[config.mk]
export PLATFORM = sky130hd
export DESIGN_NAME = vid_mem_write_sched
export DESIGN_NICKNAME = d
export VERILOG_FILES = /design/src/rtl/vid_pkg.sv /design/src/rtl/vid_wr_fifo.sv /design/src/rtl/vid_mem_write_sched.sv
export SDC_FILE = /design/constraint.sdc
export NUM_CORES = 1
export LEC_CHECK = 0
export BUFFER_PORTS_ARGS = -buffer_cell sky130_fd_sc_hd__buf_2
export CELL_PAD_IN_SITES_DETAIL_PLACEMENT = 0
export CELL_PAD_IN_SITES_GLOBAL_PLACEMENT = 1
export CORE_MARGIN = 3
export CORE_UTILIZATION = 49
export CTS_CLUSTER_DIAMETER = 200
export DETAILED_ROUTE_END_ITERATION = 12
export HOLD_SLACK_MARGIN = 0.06
export PLACE_DENSITY = 0.83
export SYNTH_ARGS = -nofsm -noshare
export SYNTH_HDL_FRONTEND = slang
export SYNTH_HIERARCHICAL = 1
export SYNTH_SLANG_ARGS = --single-unit
[constraint.sdc]
create_clock -name CLK -period 5.4 [get_ports CLK]
set_clock_uncertainty 0.2 [all_clocks]
set_input_delay 0 -clock CLK [delete_from_list [all_inputs] [get_ports CLK]]
set_output_delay 0 -clock CLK [all_outputs]
set_load 0.03 [all_outputs]
[src/rtl/vid_pkg.sv]
// Shared video-memory definitions: port widths, 6-bit glyph codes and the hex nibble glyph map.
package vid_pkg;

  localparam int VID_ADDR_W = 11;
  localparam int VID_DATA_W = 18;

  typedef logic [5:0] glyph_t;

  // Codes 1..16 are the hex digits; flag glyphs sit just above them.
  localparam glyph_t GLYPH_BLANK  = 6'd0;
  localparam glyph_t GLYPH_FLAG_C = 6'd17;
  localparam glyph_t GLYPH_FLAG_Z = 6'd18;
  localparam glyph_t GLYPH_FLAG_N = 6'd19;
  localparam glyph_t GLYPH_FLAG_V = 6'd20;
  localparam glyph_t GLYPH_FLAG_I = 6'd21;

  function automatic glyph_t glyph_of_nibble(input logic [3:0] nib);
    return glyph_t'({2'b00, nib} + 6'd1);
  endfunction

endpackage

[src/rtl/vid_wr_fifo.sv]
// Generic sync FIFO with a combinational head word; flags decode a registered count.
// A push while full is dropped even if a pop happens in the same cycle.
module vid_wr_fifo #(
  parameter int WIDTH = 8,
  parameter int DEPTH = 4
) (
  input  logic             CLK,
  input  logic             CLR,
  input  logic             push,
  input  logic [WIDTH-1:0] push_dat,
  input  logic             pop,
  output logic [WIDTH-1:0] pop_dat,
  output logic             full,
  output logic             empty
);

  localparam int AW = (DEPTH > 1) ? $clog2(DEPTH) : 1;

  logic [WIDTH-1:0] mem [DEPTH];
  logic [AW-1:0]    wr_ptr;
  logic [AW-1:0]    rd_ptr;
  logic [AW:0]      count;
  logic             do_push;
  logic             do_pop;

  assign full    = (count == (AW+1)'(DEPTH));
  assign empty   = (count == '0);
  assign do_push = push && !full;
  assign do_pop  = pop && !empty;
  assign pop_dat = mem[rd_ptr];

  always_ff @(posedge CLK) begin
    if (do_push) mem[wr_ptr] <= push_dat;
  end

  always_ff @(posedge CLK or negedge CLR) begin
    if (!CLR) begin
      wr_ptr <= '0;
      rd_ptr <= '0;
      count  <= '0;
    end else begin
      if (do_push) wr_ptr <= wr_ptr + AW'(1);
      if (do_pop)  rd_ptr <= rd_ptr + AW'(1);
      case ({do_push, do_pop})
        2'b10:   count <= count + (AW+1)'(1);
        2'b01:   count <= count - (AW+1)'(1);
        default: count <= count;
      endcase
    end
  end

endmodule

[src/rtl/vid_mem_write_sched.sv]
// Port-1 write scheduler: debug-snapshot renderer and host queue, round-robin arbitrated during blank.
// Grant to write is one cycle; host_ready = !full; a write caught by a blank fall is held and reissued.
module vid_mem_write_sched
  import vid_pkg::*;
#(
  parameter int NUM_FIELDS = 25,
  parameter int FIELD_BASE = 341,
  parameter int ROW_STRIDE = 27,
  parameter int ADDR_W     = VID_ADDR_W,
  parameter int DATA_W     = VID_DATA_W,
  parameter int FIFO_DEPTH = 4
) (
  input  logic              CLK,
  input  logic              CLR,
  input  logic              blank,
  input  logic [ADDR_W-1:0] pix_addr,
  output logic [4:0]        field_sel,
  input  logic [15:0]       field_data,
  input  logic              host_valid,
  output logic              host_ready,
  input  logic [ADDR_W-1:0] host_addr,
  input  logic [DATA_W-1:0] host_data,
  output logic              mem_we,
  output logic [ADDR_W-1:0] mem_addr,
  output logic [DATA_W-1:0] mem_din,
  output logic              snap_busy,
  output logic              snap_done
);

  typedef enum logic [1:0] {S_IDLE, S_FETCH, S_WR_HI, S_WR_LO} snap_state_t;

  localparam int         QW       = ADDR_W + DATA_W;
  localparam logic [4:0] LAST_IDX = 5'(NUM_FIELDS - 1);

  snap_state_t       state;
  logic              blank_q;
  logic              rr_host;
  logic              we_q;
  logic              last_q;
  logic [ADDR_W-1:0] fld_addr;
  logic [ADDR_W-1:0] addr_q;
  logic [DATA_W-1:0] din_q;
  logic [15:0]       fld_val;
  logic [QW-1:0]     q_head;
  logic              q_full;
  logic              q_empty;
  logic              snap_req;
  logic              host_req;
  logic              gnt_snap;
  logic              gnt_host;
  logic              wr_done;
  logic [DATA_W-1:0] word_hi;
  logic [DATA_W-1:0] word_lo;

  vid_wr_fifo #(
    .WIDTH (QW),
    .DEPTH (FIFO_DEPTH)
  ) u_host_q (
    .CLK      (CLK),
    .CLR      (CLR),
    .push     (host_valid),
    .push_dat ({host_addr, host_data}),
    .pop      (gnt_host),
    .pop_dat  (q_head),
    .full     (q_full),
    .empty    (q_empty)
  );

  assign host_ready = !q_full;

  assign word_hi = DATA_W'({6'd0, glyph_of_nibble(fld_val[15:12]), glyph_of_nibble(fld_val[11:8])});
  assign word_lo = DATA_W'({glyph_of_nibble(fld_val[7:4]), glyph_of_nibble(fld_val[3:0]), 6'd0});

  // Lone requester wins outright; on contention rr_host picks the side.
  assign snap_req = blank && ((state == S_WR_HI) || (state == S_WR_LO));
  assign host_req = blank && !q_empty;
  assign gnt_snap = snap_req && (!host_req || !rr_host);
  assign gnt_host = host_req && (!snap_req || rr_host);

  assign wr_done  = we_q && blank;
  assign mem_we   = wr_done;
  assign mem_addr = blank ? addr_q : pix_addr;
  assign mem_din  = din_q;

  always_ff @(posedge CLK or negedge CLR) begin
    if (!CLR) begin
      state     <= S_IDLE;
      blank_q   <= 1'b0;
      field_sel <= '0;
      fld_addr  <= ADDR_W'(FIELD_BASE);
      fld_val   <= '0;
      rr_host   <= 1'b0;
      we_q      <= 1'b0;
      last_q    <= 1'b0;
      addr_q    <= '0;
      din_q     <= '0;
      snap_busy <= 1'b0;
      snap_done <= 1'b0;
    end else begin
      blank_q   <= blank;
      snap_done <= wr_done && last_q;

      if (blank && !blank_q && (state == S_IDLE)) snap_busy <= 1'b1;
      else if (wr_done && last_q)                  snap_busy <= 1'b0;

      // With blank low nothing is granted and a pending write stays parked.
      if (blank) begin
        we_q   <= gnt_snap || gnt_host;
        last_q <= gnt_snap && (state == S_WR_LO) && (field_sel == LAST_IDX);

        if (gnt_snap) begin
          addr_q <= (state == S_WR_HI) ? fld_addr : fld_addr + ADDR_W'(1);
          din_q  <= (state == S_WR_HI) ? word_hi : word_lo;
        end else if (gnt_host) begin
          addr_q <= q_head[QW-1:DATA_W];
          din_q  <= q_head[DATA_W-1:0];
        end

        if (gnt_snap)      rr_host <= 1'b1;
        else if (gnt_host) rr_host <= 1'b0;

        case (state)
          S_IDLE: begin
            if (!blank_q) begin
              state     <= S_FETCH;
              field_sel <= '0;
              fld_addr  <= ADDR_W'(FIELD_BASE);
            end
          end
          S_FETCH: begin
            fld_val <= field_data;
            state   <= S_WR_HI;
          end
          S_WR_HI: begin
            if (gnt_snap) state <= S_WR_LO;
          end
          S_WR_LO: begin
            if (gnt_snap) begin
              if (field_sel == LAST_IDX) begin
                state     <= S_IDLE;
                field_sel <= '0;
              end else begin
                state     <= S_FETCH;
                field_sel <= field_sel + 5'd1;
                fld_addr  <= fld_addr + ADDR_W'(ROW_STRIDE);
              end
            end
          end
          default: state <= S_IDLE;
        endcase
      end
    end
  end

endmodule

==> results.yml <==
sta:
  setup_viol: 0
  clock.fmax_mhz: 279
  drv_slew: 0
  hold_ws_ps: 73.6
  fin_crit_ps: 3590
  relSlewSlack: 0.289
  fin_crit_sh: 0.665
  rsz0062_at_grt: "false"
  worstMarginPinSlew_ps: 1070
  hold_viol_final: 0
  fin_setup_tns_ps: 0
cts:
  cts.sinks: 192
  cts_root_buf: "clkbuf_16"
  cts_tree: "yes"
  clk_pin_slew_worst_paths_ps: 70
  clock_latency_ps: 440
  cts_buffers: 17
  ctsResizeCount: 0
  htreeDepth: 4
  clock_path_buffers: 2
detailed_routing:
  routedWlPerCell_um: 19.2
  drc: 0
  wl_met3_um: 961
  firstDrtPassIters: 4
  highest_layer: "met4"
  drt-total-wl_um: 18100
  wl_met1_um: 7630
  vias: 5295
  detail-route-antenna-nets: 0
  viasPerCell: 5.60
  routed-wl-met2_um: 9260
  drtIter0Drc: 345
floorplanning:
  fp.dieH_um: 137
  die_area_sq_um: 18700
  coreArea_sq_um: 16600
  ios: 98
  initial_core_util: 0.503
  rows: 47
  die_w_um: 137
placement:
  io_buffers: 97
  place_hpwl_um: 11400
  routabilityCongestion: 0.835
critical_path:
  critPathLaunch: "state[0]"
  cp_slowest_cell: "ha_1"
  cp-end-kind: "flop"
  worst-path-max-fanout: 24
  r2r_cells: 11
  rr_endpoint: "u_host_q/count[2]"
  cp.arrival_ps: 3750
  crit_required_ps: 5560
  worstReg2RegStart: "state[0]"
  slowest_delay_ps: 550
  crit_buf_inv: 2
  critPathLaunchType: "flop"
  path_class: "flop to flop"
  rrSetupSlack_ps: 1810
  path_cells: "inv_1, ha_1, o21ba_2, nor2_1, o31a_2, ha_1, inv_1, fa_1, xor2_1, nor2_1, xor2_1"
  path_delay_family: "adder cells"
yosys:
  syn_area_sq_um: 8370
  synth.yosys.seq_area_share: 0.644
  yosysTopAreaCell: "edfxtp_1"
  ys_async_sr_fraction: 0.396
  ys.flop_type: "edfxtp_1"
  synth-edff-count: 116
  syn_nets: 653
  ys_seq_elements: 192
  synth_common_cells: "116 x edfxtp_1, 71 x dfrtp_1, 40 x nand2_1, 33 x nor2_1"
  synth.area.top_cells: "edfxtp_1 42%, dfrtp_1 21%, mux4_2 7.5%"
  ys_warn_count: 6
  synth_top_area_frac: 0.416
  synthCells: 575
  syn_avg_cell_area_sq_um: 14.6
  yosysMostFrequentCell: "edfxtp_1"
  synthDistinctLibCells: 56
power_and_ir_drop:
  p_comb_frac: 0.343
  power_density_nw_per_um2: 551
  switching_share: 0.369
  p_int_mw: 3.52
  p_seq_frac: 0.429
  p_leak_nw: 3.93
  power.switching_mw: 2.06
  p_clk_frac: 0.228
  ir_drop_mv: 0.352
global_routing:
  grt_first_pass_wirelength_um: 28600
  grt_usage: 0.203
  overflow: 0
  grt_max_degree: 77
  antenna_found_initial: 0
  grt_pass1_vias: 5433
outcome:
  status: "complete, no violations"
cells_and_area:
  n_antenna_cell: 0
  nNetsFinal: 791
  syn_to_final_growth_pct: 21.0
  drive_gt1_frac: 0.284
job:
  maxCapViolations: 0
hold_path:
  min_path_type: "input port to async pin"
[power by group through the flow]
stage / Sequential, mW / Clock (mW) / Combinational [mW]
2_1_floorplan: 2.36 / 0 / 1.39
3_3_place_gp: 2.40 / 0 / 1.84
3_5_place_dp: 2.42 / 0 / 1.89
4_1_cts: 2.40 / 1.29 / 1.92
5_1_grt: 2.45 / 1.35 / 2.09
6_report: 2.39 / 1.27 / 1.92
[how the worst max path moves through the flow]
stage / to / slack, ps / depth (start not counted)
6_report: u_host_q/count[2] / 1810 / 11
5_1_grt: u_host_q/count[2] / 1630 / 11
3_5_place_dp: u_host_q/count[2] / 1880 / 11
2_1_floorplan: u_host_q/count[2] / 2490 / 12
4_1_cts: u_host_q/count[2] / 1860 / 11
3_3_place_gp: u_host_q/count[2] / 2020 / 11
[cells by family after synthesis]
kind of cell / share of synthesized area
xor+xnor: 0.0209
fa+ha+maj: 0.0278
buf+inv: 0.0260
flops: 0.644
mux: 0.127
compound gates: 0.0626
simple gates: 0.0912
[timing repair]
action / 4_1_cts / 5_1_grt
setup buffers: 0 / 0
hold buffers: 48 / 0
hold endpoints to repair: 212 / 0
[cell usage in the layout, fill, tap and decap left out, types with 9 or more instances in the layout]
| master | instances |
|---|---|
| nor3_1 | 13 |
| a31oi_1 | 12 |
| o21ai_0 | 19 |
| clkbuf_16 | 17 |
| a21oi_1 | 13 |
| xnor2_1 | 14 |
| edfxtp_1 | 116 |
| nand2_1 | 40 |
| ha_1 | 17 |
| nor2_1 | 33 |
| buf_2 | 96 |
| mux2_2 | 28 |
| dfrtp_1 | 70 |
| o31ai_1 | 9 |
| inv_1 | 21 |
| mux4_2 | 28 |
| nand3_1 | 13 |
| dlygate4sd3_1 | 48 |
[per-stage QoR]
step	area, sq um	util	power [mW]	setup WS [ps]	std cells
2_1_floorplan	8370	-	3.75	2490	575
3_3_place_gp	9030	0.543	4.24	2020	866
3_5_place_dp	9030	0.543	4.31	1880	866
4_1_cts	10100	0.609	5.61	1860	946
5_1_grt	10100	0.609	5.89	1630	946
6_report	10100	0.609	5.58	1810	946
[cell type report]
class                   instances  area, sq um
well taps                     220          275
inverters                      21         78.8
clock buffers                  17          425
flip-flops and latches        192         5390
clock inverters                15          190
fillers                      1243         6520
multi-input cells             332         2770
repair buffers                149          998
[routing by layer]
metal | track usage | vias to the layer above
met4 | 0.0728 | 0
met2 | 0.336 | 149
met1 | 0.267 | 2676
li1 | - | 2446
met3 | 0.0426 | 24
met5 | 0 | -
[state kept, by name, summed over array words and instances (netlist names)]
register	cells
addr_q	11
blank_q	1
field_sel	5
fld_addr	11
fld_val	16
last_q	1
mem_din	18
rr_host	1
snap_busy	1
snap_done	1
state	2
u_host_q/count	3
u_host_q/mem	116
u_host_q/rd_ptr	2
u_host_q/wr_ptr	2
we_q	1
Power figures use the tool's default switching activity.
